$ cat config.mk
export PLATFORM = sky130hd
export DESIGN_NAME = smi_tx_flat
export DESIGN_NICKNAME = d
export VERILOG_FILES = /design/src/rtl/smi_pkg.sv /design/src/rtl/smi_tx_if.sv /design/src/rtl/smi_strobe_sync.sv /design/src/rtl/smi_tx.sv /design/src/flat_wrapper.sv
export SDC_FILE = /design/constraint.sdc
export NUM_CORES = 1
export LEC_CHECK = 0
export ABC_CLOCK_PERIOD_IN_PS = 4470
export BUFFER_PORTS_ARGS = -buffer_cell sky130_fd_sc_hd__buf_4
export CORE_ASPECT_RATIO = 1.1
export CORE_MARGIN = 8
export CORE_UTILIZATION = 60
export CTS_CLUSTER_SIZE = 12
export DETAILED_ROUTE_END_ITERATION = 7
export PLACE_DENSITY = 0.79
export SKIP_LAST_GASP = 1
export SYNTH_ARGS = -nofsm -noshare
export SYNTH_HDL_FRONTEND = slang
export SYNTH_SLANG_ARGS = --single-unit
$ cat constraint.sdc
create_clock -name i_sys_clk -period 4.47 [get_ports i_sys_clk]
set_input_delay 0.6705 -clock i_sys_clk [delete_from_list [all_inputs] [get_ports i_sys_clk]]
set_output_delay 0.6705 -clock i_sys_clk [all_outputs]
set_load 0.05 [all_outputs]
$ cat src/rtl/smi_pkg.sv
// smi_pkg: byte-select state encoding and constants shared by the SMI blocks
package smi_pkg;
    typedef enum logic [1:0] {BYTE0, BYTE1, BYTE2, BYTE3} byte_e;
    localparam logic [7:0] SMI_IDLE_BYTE = 8'h00;
    localparam int BYTES_PER_WORD = 4;
    function automatic logic [7:0] sel_byte(input logic [31:0] w, input byte_e s);
        return w[{s, 3'b000} +: 8];
    endfunction
endpackage

$ cat src/rtl/smi_tx_if.sv
// smi_tx_if: modem RX FIFO read port and SMI host-side bus of smi_tx
interface smi_tx_if;
    logic        o_rx_fifo_pull;
    logic [31:0] i_rx_fifo_pulled_data;
    logic        i_rx_fifo_empty;
    logic        i_smi_soe_se;
    logic [7:0]  o_smi_data_out;
    logic        o_smi_read_req;
    logic [7:0]  o_underflow_cnt;
    modport slave (
        output o_rx_fifo_pull, o_smi_data_out, o_smi_read_req, o_underflow_cnt,
        input  i_rx_fifo_pulled_data, i_rx_fifo_empty, i_smi_soe_se
    );
    modport master (
        input  o_rx_fifo_pull, o_smi_data_out, o_smi_read_req, o_underflow_cnt,
        output i_rx_fifo_pulled_data, i_rx_fifo_empty, i_smi_soe_se
    );
endinterface

$ cat src/rtl/smi_strobe_sync.sv
// smi_strobe_sync: synchronises an active-low async strobe and pulses done on its rising edge
module smi_strobe_sync #(
    parameter int SYNC_STAGES = 2
) (
    input  logic clk,
    input  logic rst,
    input  logic strobe_n,
    output logic done
);
    logic [SYNC_STAGES:0] s;
    always_ff @(posedge clk)
        s <= rst ? '1 : {s[SYNC_STAGES-1:0], strobe_n};
    assign done = s[SYNC_STAGES-1] & ~s[SYNC_STAGES];
endmodule

$ cat src/rtl/smi_tx.sv
// smi_tx: streams 32-bit RX FIFO words LSB-first onto the SMI bus, one byte per host read
// Underflow counter is built only when SMI_TX_UNDERFLOW_CNT_EN is defined.
module smi_tx
    import smi_pkg::*;
#(
    parameter int SYNC_STAGES = 2
) (
    input  logic     i_sys_clk,
    input  logic     i_rst,
    smi_tx_if.slave  bus
);
    logic        soe_done, adv, rel;
    logic        cur_v, cur_v_n, nxt_v, nxt_v_n, pull, pend;
    logic [31:0] cur, cur_n, nxt, nxt_n;
    logic [7:0]  dout;
    byte_e       state, state_n;

    smi_strobe_sync #(.SYNC_STAGES(SYNC_STAGES)) u_sync (
        .clk(i_sys_clk), .rst(i_rst), .strobe_n(bus.i_smi_soe_se), .done(soe_done)
    );

    // prefetched word has priority over a word arriving from the FIFO in the same cycle
    always_comb begin
        adv = soe_done & cur_v;
        rel = adv & (state == byte_e'(BYTES_PER_WORD - 1));
        state_n = adv ? byte_e'(state + 2'd1) : state;
        cur_n = cur;
        cur_v_n = cur_v & ~rel;
        nxt_n = nxt;
        nxt_v_n = nxt_v;
        if (!cur_v_n && nxt_v) begin
            cur_n = nxt;
            cur_v_n = 1'b1;
            nxt_v_n = 1'b0;
        end
        if (pend) begin
            if (!cur_v_n) begin
                cur_n = bus.i_rx_fifo_pulled_data;
                cur_v_n = 1'b1;
            end else begin
                nxt_n = bus.i_rx_fifo_pulled_data;
                nxt_v_n = 1'b1;
            end
        end
    end

    always_ff @(posedge i_sys_clk) begin
        cur <= cur_n;
        nxt <= nxt_n;
        if (i_rst) begin
            state <= BYTE0;
            cur_v <= 1'b0;
            nxt_v <= 1'b0;
            pull  <= 1'b0;
            pend  <= 1'b0;
            dout  <= SMI_IDLE_BYTE;
        end else begin
            state <= state_n;
            cur_v <= cur_v_n;
            nxt_v <= nxt_v_n;
            pull  <= ~nxt_v_n & ~bus.i_rx_fifo_empty & ~pull & ~pend;
            pend  <= pull;
            dout  <= cur_v_n ? sel_byte(cur_n, state_n) : SMI_IDLE_BYTE;
        end
    end

`ifdef SMI_TX_UNDERFLOW_CNT_EN
    logic [7:0] ucnt;
    always_ff @(posedge i_sys_clk)
        if (i_rst) ucnt <= 8'h00;
        else if (soe_done && !cur_v && ucnt != 8'hFF) ucnt <= ucnt + 8'd1;
    assign bus.o_underflow_cnt = ucnt;
`else
    assign bus.o_underflow_cnt = 8'h00;
`endif

    assign bus.o_rx_fifo_pull = pull;
    assign bus.o_smi_data_out = dout;
    assign bus.o_smi_read_req = cur_v;
endmodule
$ cat src/flat_wrapper.sv
// flat-port wrapper written by rule: the top's interface ports become plain ports
module smi_tx_flat import smi_pkg::*;
#(
    parameter int SYNC_STAGES = 2
)
  (i_sys_clk, i_rst, bus_o_rx_fifo_pull, bus_o_smi_data_out, bus_o_smi_read_req, bus_o_underflow_cnt, bus_i_rx_fifo_pulled_data, bus_i_rx_fifo_empty, bus_i_smi_soe_se);
  smi_tx_if bus_i ();
  input  logic i_sys_clk;
  input  logic i_rst;
  output wire logic [$bits(bus_i.o_rx_fifo_pull)-1:0] bus_o_rx_fifo_pull;
  output wire logic [$bits(bus_i.o_smi_data_out)-1:0] bus_o_smi_data_out;
  output wire logic [$bits(bus_i.o_smi_read_req)-1:0] bus_o_smi_read_req;
  output wire logic [$bits(bus_i.o_underflow_cnt)-1:0] bus_o_underflow_cnt;
  input wire logic [$bits(bus_i.i_rx_fifo_pulled_data)-1:0] bus_i_rx_fifo_pulled_data;
  input wire logic [$bits(bus_i.i_rx_fifo_empty)-1:0] bus_i_rx_fifo_empty;
  input wire logic [$bits(bus_i.i_smi_soe_se)-1:0] bus_i_smi_soe_se;
  assign bus_o_rx_fifo_pull = bus_i.o_rx_fifo_pull;
  assign bus_o_smi_data_out = bus_i.o_smi_data_out;
  assign bus_o_smi_read_req = bus_i.o_smi_read_req;
  assign bus_o_underflow_cnt = bus_i.o_underflow_cnt;
  assign bus_i.i_rx_fifo_pulled_data = bus_i_rx_fifo_pulled_data;
  assign bus_i.i_rx_fifo_empty = bus_i_rx_fifo_empty;
  assign bus_i.i_smi_soe_se = bus_i_smi_soe_se;
  smi_tx #(.SYNC_STAGES(SYNC_STAGES)) u_core (.i_sys_clk(i_sys_clk), .i_rst(i_rst), .bus(bus_i));
endmodule
# --- Word-level counts from Yosys, hierarchy flattened ---
# Index checks and enable logic that the tools add are counted.
op_classes:
  addsub: 1
  div_mod_pow: 0
  mul: 0
  n_eq_ne: 1
  n_shift: 1
  order_cmp: 0
  n_reduce_logical: 4
  muxes: 9
  bitwise_logic: 14
ops:
  columns: ["op", "n"]
  rows:
  - ["32-bit two-way mux", 3]
  - ["32-bit by 6-bit indexed part select with 8-bit output", 1]
  - ["1-bit bitwise AND", 7]
  - ["1-bit inverter", 7]
  - ["1-bit two-way mux", 5]
  - ["2-bit by 1-bit adder with 2-bit output (second input constant)", 1]
  - ["2-bit == test (second input constant)", 1]
  - ["2-bit two-way mux", 1]
  - ["2-bit AND reduction", 1]
  - ["2-bit OR reduction", 1]
  - ["1-bit logical AND", 1]
  - ["1-bit zero test", 1]
word_totals:
  mem_count: 0
  ff_bits: 81
  wordCells: 39
  rom_bits: 0
  mem_bits_rw: 0
  latchBits: 0
  inputBits: 36
  out_inout_bits: 18

# --- Longest topological paths before layout ---
# Gate-level depths: netlist (run 1).
logic_depth:
  depth_word: 15
  ltp_mapped: 7
  depth_no_buf: 6

# --- Cells and area by module ---
# Synthesis (run 1) repeated with hierarchy kept, for this count alone.
hier_totals:
  hier_cells: 320
  area_unflattened_um2: 3543.4
modules_own_cells:
  columns: ["mod", "instances", "seq_area_each_um2", "area_per_inst_um2", "cells_each"]
  rows:
  - ["smi_tx", 1, 1881.8, 3458.3, 313]
  - ["smi_strobe_sync", 1, 60.1, 85.1, 7]

# --- Worst setup path before layout (run 1) ---
# OpenSTA, ideal clock, no wires.
synth_timing:
  kind: "register -> register"
  from: "register u_core.cur_v (netlist: u_core.bus.o_smi_read_req)"
  to: "register u_core.nxt[0], enable pin"
  stages_incl_launch_ff: 5
  setup_ns: 0.387
  path_slack_ns: 2.089
  arrival_time_ns: 1.995
  t_required_ns: 4.083
  cell_sequence: "dfxtp_1 -> and2_1 -> clkbuf_1 -> o21ai_0 -> inv_1"
synth_via:
  elab_chain_cells: 8
synth_lines:
  columns: ["element", "line", "text"]
  rows:
  - ["start: declaration", "smi_tx.sv:13", "logic cur_v, cur_v_n, nxt_v, nxt_v_n, pull, pend;"]
  - ["start signal: assignment", "smi_tx.sv:59", "cur_v <= cur_v_n;"]
  - ["1-bit bitwise AND", "smi_tx.sv:24", "adv = soe_done & cur_v;"]
  - ["1-bit bitwise AND", "smi_tx.sv:25", "rel = adv & (state == byte_e'(BYTES_PER_WORD - 1));"]
  - ["1-bit inverter", "smi_tx.sv:28", "cur_v_n = cur_v & ~rel;"]
  - ["1-bit bitwise AND (*)", "smi_tx.sv:28", null]
  - ["1-bit zero test", "smi_tx.sv:31", "if (!cur_v_n && nxt_v) begin"]
  - ["1-bit logical AND", "smi_tx.sv:31", null]
  - ["1-bit two-way mux (*)", "smi_tx.sv:31", null]
  - ["2-bit AND reduction (no source line) (*)", null, null]
  - ["end signal: assignment", "smi_tx.sv:49", "nxt <= nxt_n;"]
  - ["end: declaration", "smi_tx.sv:14", "logic [31:0] cur, cur_n, nxt, nxt_n;"]
# Mark *: on every way between the ends. The rest lies on a longest branch, timed or not.
# A chain may end at the register's enable or synchronous reset.

# --- Worst setup path after layout (run 1) ---
layout_timing:
  from: "register u_core.state[0]"
  to: "register u_core.dout[6] (netlist: u_core.bus.o_smi_data_out[6])"
layout_via:
  elab_chain_cells: 10
  elab_cells_between_ends: 16
  cone_classes: "add/sub: 1; eq/ne: 1; shift: 1; mux: 6; bitwise: 4; reduce/logical: 3"
layout_lines:
  columns: ["element", "line", "text"]
  rows:
  - ["start: declaration", "smi_tx.sv:16", "byte_e state, state_n;"]
  - ["start signal: assignment", "smi_tx.sv:58", "state <= state_n;"]
  - ["2-bit == test", "smi_tx.sv:25", null]
  - ["1-bit bitwise AND", "smi_tx.sv:25", null]
  - ["1-bit inverter", "smi_tx.sv:28", null]
  - ["1-bit bitwise AND", "smi_tx.sv:28", null]
  - ["1-bit zero test", "smi_tx.sv:31", null]
  - ["1-bit logical AND", "smi_tx.sv:31", null]
  - ["32-bit two-way mux / 1-bit two-way mux (equally long branches)", "smi_tx.sv:31", null]
  - ["32-bit two-way mux / 1-bit two-way mux (equally long branches)", "smi_tx.sv:37, smi_tx.sv:36", null]
  - ["32-bit two-way mux / 1-bit inverter (equally long branches)", null, null]
  - ["32-bit by 6-bit indexed part select with 8-bit output / 2-bit OR reduction (equally long branches)", null, null]
  - ["end signal: assignment", "smi_tx.sv:63", "dout <= cur_v_n ? sel_byte(cur_n, state_n) : SMI_IDLE_BYTE;"]
  - ["end: declaration", "smi_tx.sv:15", "logic [7:0] dout;"]
# Parallel ways exist; a longest one is shown, timed or not.

==> impl_results.md, run 1 <==
- Status: completed
- Post-DP HPWL: around 5600 um
- Final Routed Wirelength: ~7900 um
- Startpoint Class: flip-flop
- Root buffer cell: clkbuf_8
- Buffers added on ports: 45
- Largest net degree at the start of global routing: 31
- Final setup fails: 0
- Die area: 0.00869 sq mm
- 1st-iter DRT viols: a little under 200
- Crit path from: u_core.state[0]$_SDFF_PP0_
- Mapped cell area: ~0.0036 sq mm
- Worst hold slack: about 420 ps
- Fillers: approximately 430
- Slew Limit Fails: 0
- Synth top area cells: dfxtp_1 (27%), edfxtp_1 (27%), mux2i_1 (7.3%)
- R2r endpoint: u_core.bus.o_smi_data_out[6]$_SDFF_PP0_
- Area occupied by multi-input gates: roughly 0.0015 sq mm
- Worst vdd ir: about 0.00026 V
- Slew headroom: 26.0%
- Sink Count: 81
- CP endpoint kind: flip-flop
- Worst-margin pin slew: 1110 ps
- PwrDens: between 400 and 500 mW/mm^2
- Global-route wire length before repair: approximately 13000 um
- Total core area: roughly 0.0058 sq mm
- Final period util: roughly two thirds
- Clock share of power: between 30% and 40%
- Yosys reg bits: 81
- Total CTS buffers: 9
- Max-capacitance violation count: 0
- Layout cells sized above 1: 22.3%
- N_diodes: 0
- Synth async-reset ratio: 0%
- Hold Buf Count CTS: 0
- Internal: around 1300 uW
- Initial antenna violation count: 0
- GP Congestion: 0.850
- CTS resizes: 0
- Reg2Reg Depth: 7
- Syn avg cell area: roughly 11 sq um
- Register area: approximately 0.002 sq mm
- Layout area overhead: 14.6%
- Drt drc: 0
- Skew-Pair Late Insertion Delay: 350 ps
- Post-DR wirelength/cell: 17.6 um
- Vias in the first global route: between 2000 and 3000
- Post-DR vias/cell: 6.08
- Switching Power: ~450 uW
- Post-Syn Instances: around 330
- Fin util: between 70% and 80%
- Crit path time final: approximately 3000 ps
- Crit path DAT: roughly 3300 ps
- Reg power frac: 52.3%
- YS warnings: 0
- Setup crit end: u_core.bus.o_smi_data_out[6]$_SDFF_PP0_
- Register-to-register setup slack: approximately 1400 ps
- Unrepaired setup endpoints after global routing: false
- Yosys cell types: 40
- Fmax: 0.326 GHz
- Critical Path RT: 4750 ps
- DR pass1 iterations: 5
- Longest Clk Path Bufs: 2
- Top_reg_cell synth: dfxtp_1
- Starting Density: between 60% and 70%
- Die height: ~97 um
- Total grt overflow: 0
- Gr usage total: between 10% and 20%
- Combinational power share: between 15 and 20%
- Largest area contributor in the netlist: dfxtp_1
- Worst-path clk slew: roughly 80 ps
- Crit Reg-Reg Startpoint: u_core.state[0]$_SDFF_PP0_
- Crit-path max FO: 24
- Static leakage: 0.00166 uW
- Top cell type's share of synthesized area: between 20 and 30%
- Vias post-DR: around 2700
- FP Rows: 29
- TritonCTS clock tree: yes
- Num ports: 54
- Die X: about 90 um
- Nets@finish: between 400 and 500
- Worst min path class: flip-flop to flip-flop
- Post-synth EDFFs: 32
- Critical path type: flip-flop to flip-flop
- Pwr Total: between 1500 and 2000 uW
- Switching Fraction: a little over a quarter
- Post-synthesis sequential area ratio: ~54%
- Routed Antenna Nets: 0
- Fin. Hold Viols: 0
- Setup tns final: 0 ps
- H-tree depth: 3
- Hold_sp: u_core.u_sync.s[0]$_SDFF_PP1_
- Post-CTS setup buffer count: 0
- Worst clock skew: 9.05 ps
==> flip-flops by register name (all words and copies together), names as in the netlist <==
name	flops
u_core.bus.o_rx_fifo_pull	1
u_core.state	2
u_core.nxt_v	1
u_core.nxt	32
u_core.bus.o_smi_data_out	8
u_core.cur	32
u_core.u_sync.s	3
u_core.pend	1
u_core.bus.o_smi_read_req	1
==> layout make-up <==
cell class,instances,area share (%)
clock buffers,11,3.72
multi-input cells,224,36.1
inverters,4,0.366
flip-flops and latches,81,47.4
clock inverters,5,1.28
well taps,77,2.35
repair buffers,48,8.79
==> power groups by stage <==
| stage | Sequential (uW) | Combinational [uW] | Clock (uW) |
|---|---|---|---|
| floorplan | 919 | 188 | 0 |
| detailed placement | 914 | 273 | 0 |
| global placement | 911 | 261 | 0 |
| CTS | 898 | 276 | 555 |
| global route | 907 | 304 | 586 |
| finish | 899 | 277 | 542 |
==> synth_stat cells, types with 2 or more instances <==
cell       count
mux2i_1       26
nand2b_1       6
a32oi_1        6
o22ai_1       15
dfxtp_1       49
and3_1         3
o21ai_0       16
nor2b_1        2
nand2_1       30
a22oi_1       16
buf_2         10
or2_2         15
o2bb2ai_1      8
and2_1         7
o22a_1         4
nor3_1         4
buf_4          9
a221oi_1       7
o21ai_1        2
clkbuf_1      10
a2111oi_0      3
a21oi_1       15
nor2_1        14
edfxtp_1      32
a21boi_0       6
inv_1          3
==> logic make-up (layout without fill, tap and decap cells) <==
logic type	after synthesis	after routing	share of synthesized area, %
xor+xnor	1	1	0.770
compound gates	102	102	19.8
mux	27	27	7.59
buf+inv	34	68	5.07
fa+ha+maj	1	1	0.350
other cells	1	8	0.105
flops	81	81	54.3
simple gates	85	85	12.0
==> critical path, stage by stage (launching register included) <==
cell	delay, ps
dfxtp_1	990
ha_1	280
nand3b_1	110
a21oi_1	560
buf_4	310
a2bb2o_1	320
mux2_2	280
o2bb2ai_1	150
==> layout by cell type (no fill, tap or decap), types with 3 or more instances in the layout <==
master and instances:
a22oi_1 16, a21boi_0 6, and3_1 3, edfxtp_1 32
or2_2 15, a2111oi_0 3, a32oi_1 6, a221oi_1 7
and2_1 7, nor2_1 14, nand2b_1 6, nand2_1 30
inv_1 3, o2bb2ai_1 8, buf_4 48, conb_1 8
o22a_1 4, mux2i_1 26, nor3_1 4, o21ai_0 16
dfxtp_1 49, o22ai_1 15, clkbuf_8 9, a21oi_1 15
==> metal layers <==
layer / up-vias / part of all wire, % / track usage (%)
met3: 18 / 7.3 / 3.47
met2: 113 / 47 / 28.1
met1: 1312 / 43 / 25.2
li1: 1295 / - / -
met4: 0 / 2.8 / 11.4
met5: - / 0 / 0
==> per-stage QoR <==
step,setup WS [ps],instance area (sq um),instances
6_report,1400,4100,450
3_5_place_dp,1420,3890,434
4_1_cts,1390,4100,450
3_3_place_gp,1550,3890,434
2_1_floorplan,2090,3600,339
5_1_grt,1220,4100,450
==> worst min-delay path by stage <==
stage,slack (ps),cells after the start,endpoint
after floorplan,390,1,u_core.u_sync.s[1]$_SDFF_PP1_
after global placement,400,1,u_core.u_sync.s[1]$_SDFF_PP1_
after detailed placement,400,1,u_core.u_sync.s[1]$_SDFF_PP1_
final,420,1,u_core.u_sync.s[1]$_SDFF_PP1_
after CTS,420,1,u_core.u_sync.s[1]$_SDFF_PP1_
after global routing,430,1,u_core.u_sync.s[1]$_SDFF_PP1_
No activity file was read; power rests on OpenSTA's default activity.
==> run 2, diff against run 1 <==
ABC_CLOCK_PERIOD_IN_PS = 2760   (was 4470)
CORE_UTILIZATION = 51   (was 60)
PLACE_DENSITY = 0.72   (was 0.79)
clock period = 2.76 ns   (was 4.47 ns; I/O delays follow)
==> impl_results.md, run 2 (synthesis results as in run 1) <==
- Status: completed
- Nets@finish: 414 (+2.2%)
- Sink Count: 81 (unchanged)
- PwrDens: 642 mW/mm^2 (+53%)
- CP endpoint kind: flip-flop
- Worst vdd ir: 0.000335 V (+27%)
- Total grt overflow: 0 (unchanged)
- Vias in the first global route: 2831 (+5.9%)
- Final period util: 82.9% (+14 points)
- Critical Path RT: 2990 ps (-1760 ps)
- Worst hold slack: 251 ps (-169 ps)
- Crit path time final: 2290 ps (-778 ps)
- Initial antenna violation count: 0 (unchanged)
- Fillers: 617 (+44%)
- Cell Area, Placed: 0.00397 sq mm (+2.0%)
- TritonCTS clock tree: yes
- Register area: 0.00194 sq mm (unchanged)
- Worst-path clk slew: 70 ps (about the same)
- Fin. Hold Viols: 0 (unchanged)
- Buffers added on ports: 45 (unchanged)
- Worst-margin pin slew: 1230 ps (+123 ps)
- Die X: 95.9 um (+7.0%)
- 1st-iter DRT viols: 259 (+32%)
- Vias post-DR: 2681 (-2.1%)
- Root buffer cell: clkbuf_8
- Num ports: 54 (unchanged)
- Placed insts: 451 (+3.9%)
- Crit-path max FO: 22 (-8.3%)
- Slew headroom: 17.4% (-8.6 points)
- Slew Limit Fails: 0 (unchanged)
- Post-CTS setup buffer count: 0 (unchanged)
- Worst clock skew: 4.12 ps (-4.93 ps)
- Max-capacitance violation count: 0 (unchanged)
- Final setup fails: 0 (unchanged)
- CTS resizes: 0 (unchanged)
- Longest Clk Path Bufs: 2 (unchanged)
- Crit path DAT: 2520 ps (-820 ps)
- Design area: 0.00413 sq mm (+0.85%)
- Skew-Pair Late Insertion Delay: 350 ps (about the same)
- Static leakage: 0.00169 uW (+1.7%)
- Area occupied by multi-input gates: 0.00148 sq mm (unchanged)
- N_diodes: 0 (unchanged)
- Hold Buf Count CTS: 0 (unchanged)
- Post-DR wirelength/cell: 18.7 um (+6.0%)
- Global-route wire length before repair: 14400 um (+11%)
- Fmax: 0.437 GHz (+34%)
- Unrepaired setup endpoints after global routing: false
- Most frequent cells in the layout: buf_4 (57), dfxtp_1 (49), edfxtp_1 (32)
- Layout cells sized above 1: 23.6% (+1.3 points)
- Commonest non-fill, non-tap cell in the layout: buf_4
- Critical path type: flip-flop to flip-flop
- Startpoint Class: flip-flop
- FP Rows: 32 (+10%)
- Gr usage total: 18.4% (-0.70 points)
- Register-to-register setup slack: 470 ps (-930 ps)
- Largest net degree at the start of global routing: 32 (+3.2%)
- Die area: 0.00995 sq mm (+15%)
- GP Congestion: 0.805 (-5.4%)
- DR pass1 iterations: 6 (+1)
- Setup tns final: 0 ps (unchanged)
- Final Routed Wirelength: 8740 um (+10%)
- Total CTS buffers: 9 (unchanged)
- Die height: 104 um (+7.1%)
- Pwr Total: 2650 uW (+55%)
- Layout area overhead: 15.6%
- Worst min path class: input port to flip-flop
- H-tree depth: 3 (unchanged)
- Drt drc: 0 (unchanged)
- Routed Antenna Nets: 0 (unchanged)
- Starting Density: 51.9% (-10 points)
- Post-DP HPWL: 6120 um (+10%)
- Post-route insts no fill: 467 (+3.8%)
- Total core area: 0.00689 sq mm (+19%)
- Post-DR vias/cell: 5.74 (-5.6%)
## run 2: path summary, 6_finish.rpt
kind                            startpoint                                       to  cells past startpoint
max             u_core.state[0]$_SDFF_PP0_  u_core.bus.o_smi_data_out[4]$_SDFF_PP0_                      7
min           bus_i_rx_fifo_pulled_data[3]                  u_core.nxt[3]$_DFFE_PP_                      1
max reg2reg     u_core.state[0]$_SDFF_PP0_  u_core.bus.o_smi_data_out[4]$_SDFF_PP0_                      7
min reg2reg  u_core.u_sync.s[0]$_SDFF_PP1_            u_core.u_sync.s[1]$_SDFF_PP1_                      1
## run 2: final cells by class
| cell class | count | share of cell area, % |
|---|---|---|
| repair buffers | 57 | 10.4 |
| clock inverters | 5 | 0.515 |
| multi-input cells | 224 | 35.8 |
| clock buffers | 11 | 3.42 |
| well taps | 85 | 2.57 |
| flip-flops and latches | 81 | 47.0 |
| inverters | 4 | 0.363 |
## run 2: per-layer routing
| layer | global-route usage (%) | part of all wire, % | vias to the layer above |
|---|---|---|---|
| met5 | 0 | 0 | - |
| met4 | 10.2 | 2.1 | 0 |
| met3 | 3.75 | 6.3 | 17 |
| met2 | 28.6 | 47 | 77 |
| met1 | 23.0 | 45 | 1272 |
| li1 | - | - | 1315 |
## run 2: report_power, final
group          total (uW)  switching (uW)  internal [uW]
Combinational         456             246            210
Clock                 745             405            340
Sequential           1450            69.2           1380
Total                2650             720           1930
## run 2: per-stage QoR
step	util (%)	setup WS (ps)
2_1_floorplan	-	379
3_3_place_gp	57.7	544
3_5_place_dp	57.7	505
4_1_cts	60.0	480
5_1_grt	60.0	175
6_report	60.0	471
## run 2: critical path, cell delays in order, from the launching register on
cell and delay, ps:
dfxtp_1 480, ha_1 200, nand3b_1 110, and2_1 190, buf_4 210, nor2_1 620
a22o_1 270, o22ai_1 70
==> run 3, diff against run 2 <==
ABC_CLOCK_PERIOD_IN_PS = 2300   (was 2760)
CORE_UTILIZATION = 56   (was 51)
PLACE_DENSITY = 0.75   (was 0.72)
clock period = 2.3 ns   (was 2.76 ns; I/O delays follow)
==> impl_results.md, run 3 (synthesis results as in run 1) <==
- Die height: 99.8 um (-3.9%)
- Reg power frac: 55.7% (+0.9 points)
- Post-DR wirelength/cell: 17.8 um (-4.8%)
- Post-DP HPWL: 5760 um (-5.8%)
- Layout area overhead: 15.7%
- Nets@finish: 414 (unchanged)
- Crit path time final: 2000 ps (-285 ps)
- Status: completed
- GP Congestion: 0.796 (-1.1%)
- Post-DR vias/cell: 5.90 (+2.8%)
- Worst hold slack: 187 ps (-63.8 ps)
- TritonCTS clock tree: yes
- Fillers: 525 (-15%)
- Internal: 2300 uW (+19%)
- Longest Clk Path Bufs: 2 (unchanged)
- Crit path DAT: 2270 ps (-250 ps)
- Critical path type: flip-flop to flip-flop
- N_diodes: 0 (unchanged)
- Worst-path clk slew: 80 ps (about the same)
- Worst-margin pin slew: 1260 ps (+31.8 ps)
- Register-to-register setup slack: 300 ps (-180 ps)
- Vias in the first global route: 2706 (-4.4%)
- Reg2Reg Depth: 5 (-2)
- CP cell instances: and3b_4 > xnor2_4 > mux2i_1 > a221oi_1 > o2bb2ai_1
- Fmax: 0.499 GHz (+14%)
- FP Rows: 30 (-6.3%)
- Worst vdd ir: 0.000530 V (+58%)
- Slowest stage delay, CP: 610 ps (about the same)
- Hold Buf Count CTS: 0 (unchanged)
- Gr usage total: 18.2% (-0.24 points)
- Total CTS buffers: 9 (unchanged)
- Drt drc: 0 (unchanged)
- Setup tns final: 0 ps (unchanged)
- Static leakage: 0.00166 uW (-1.4%)
- Unrepaired setup endpoints after global routing: false
- Critical path's slowest cell: xnor2_4
- Most frequent cells in the layout: buf_4 (55), dfxtp_1 (49), edfxtp_1 (32)
- Root buffer cell: clkbuf_8
- Crit-path max FO: 16 (-27%)
- Final setup fails: 0 (unchanged)
- Worst clock skew: 8.67 ps (+4.55 ps)
- Starting Density: 57.8% (+5.8 points)
- 1st-iter DRT viols: 205 (-21%)
- Crit Reg-Reg Startpoint: u_core.bus.o_smi_read_req$_SDFF_PP0_
- Final period util: 87.1% (+4.2 points)
- Initial antenna violation count: 0 (unchanged)
- Slew Limit Fails: 0 (unchanged)
- H-tree depth: 3 (unchanged)
- PwrDens: 758 mW/mm^2 (+18%)
- Die X: 92.2 um (-3.8%)
- CP bufs+invs: 0 (-1)
- Switching Fraction: 26.5% (-0.61 points)
- Routed Antenna Nets: 0 (unchanged)
- Hold Path Depth: 1 (unchanged)
- Hold_sp: bus_i_rx_fifo_pulled_data[6]
- R2r endpoint: u_core.bus.o_smi_data_out[6]$_SDFF_PP0_
- Switching Power: 833 uW (+16%)
- Num ports: 54 (unchanged)
- DR pass1 iterations: 6 (unchanged)
- CTS resizes: 0 (unchanged)
- Hold endpoint: u_core.nxt[6]$_DFFE_PP_
- Post-CTS setup buffer count: 0 (unchanged)
- Slew headroom: 15.3% (-2.1 points)
- Sink Count: 81 (unchanged)
- Skew-Pair Late Insertion Delay: 340 ps (about the same)
- Layout cells sized above 1: 23.0% (-0.52 points)
- Final WS setup: 296 ps (-175 ps)
- Vias post-DR: 2726 (+1.7%)
- Startpoint Class: flip-flop
- Combinational power share: 17.3% (about the same)
- Total grt overflow: 0 (unchanged)
- Crit path max-delay family: XOR/XNOR gates
- Fin. Hold Viols: 0 (unchanged)
- Buffers added on ports: 45 (unchanged)
- Dpl ws: 79.8 ps (-425 ps)
- CP endpoint kind: flip-flop
- Largest net degree at the start of global routing: 32 (unchanged)
- Worst min path class: input port to flip-flop
- Die area: 0.00920 sq mm (-7.5%)
- Max-capacitance violation count: 0 (unchanged)
- Clock share of power: 27.1% (-1.0 points)
- Total core area: 0.00619 sq mm (-10%)
- Global-route wire length before repair: 13500 um (-6.0%)
- Critical Path RT: 2570 ps (-420 ps)
- Final Routed Wirelength: 8230 um (-5.8%)
- Commonest non-fill, non-tap cell in the layout: buf_4
-- run 3: through the flow --
step | std cells | power (uW) | area (sq um) | util [%]
6_report | 462 | 3140 | 4140 | 66.8
5_1_grt | 462 | 3280 | 4140 | 66.8
4_1_cts | 460 | 3150 | 4120 | 66.5
3_5_place_dp | 444 | 2310 | 3970 | 64.0
3_3_place_gp | 444 | 2290 | 3970 | 64.0
2_1_floorplan | 339 | 2150 | 3610 | -
-- run 3: area by class of cell --
type	instances	area [sq um]	share of cell area (%)
tap	80	100	2.42
timing repair buffer	56	433	10.5
inverter	4	18.8	0.453
clock buffer	15	146	3.54
multi-input combinational	225	1500	36.1
sequential	81	1940	46.9
clock inverter	1	3.75	0.0907
-- run 3: worst max-delay path by stage --
stage,cells after the start,slack [ps],endpoint,startpoint
finish,5,300,u_core.bus.o_smi_data_out[6]$_SDFF_PP0_,u_core.bus.o_smi_read_req$_SDFF_PP0_
global route,5,170,u_core.bus.o_smi_data_out[1]$_SDFF_PP0_,u_core.bus.o_smi_read_req$_SDFF_PP0_
CTS,5,60,u_core.bus.o_smi_data_out[7]$_SDFF_PP0_,u_core.bus.o_smi_read_req$_SDFF_PP0_
detailed placement,5,80,u_core.bus.o_smi_data_out[6]$_SDFF_PP0_,u_core.bus.o_smi_read_req$_SDFF_PP0_
global placement,5,140,u_core.bus.o_smi_data_out[5]$_SDFF_PP0_,u_core.bus.o_smi_read_req$_SDFF_PP0_
floorplan,4,70,u_core.nxt[0]$_DFFE_PP_,u_core.bus.o_smi_read_req$_SDFF_PP0_
-- run 3: power groups by stage --
stage / combinational (uW) / sequential (uW) / clock, uW
floorplan: 365 / 1790 / 0
global placement: 523 / 1770 / 0
detailed placement: 538 / 1780 / 0
CTS: 540 / 1740 / 862
global route: 598 / 1760 / 919
finish: 542 / 1750 / 849
-- run 3: metal layers --
metal  track usage [%]  wire length [um]  vias to the layer above
li1                  -                 -                     1311
met1              23.6              3810                     1305
met2              28.7              3750                       93
met3              3.58               516                       17
met4              7.82               153                        0
met5                 0                 0                        -
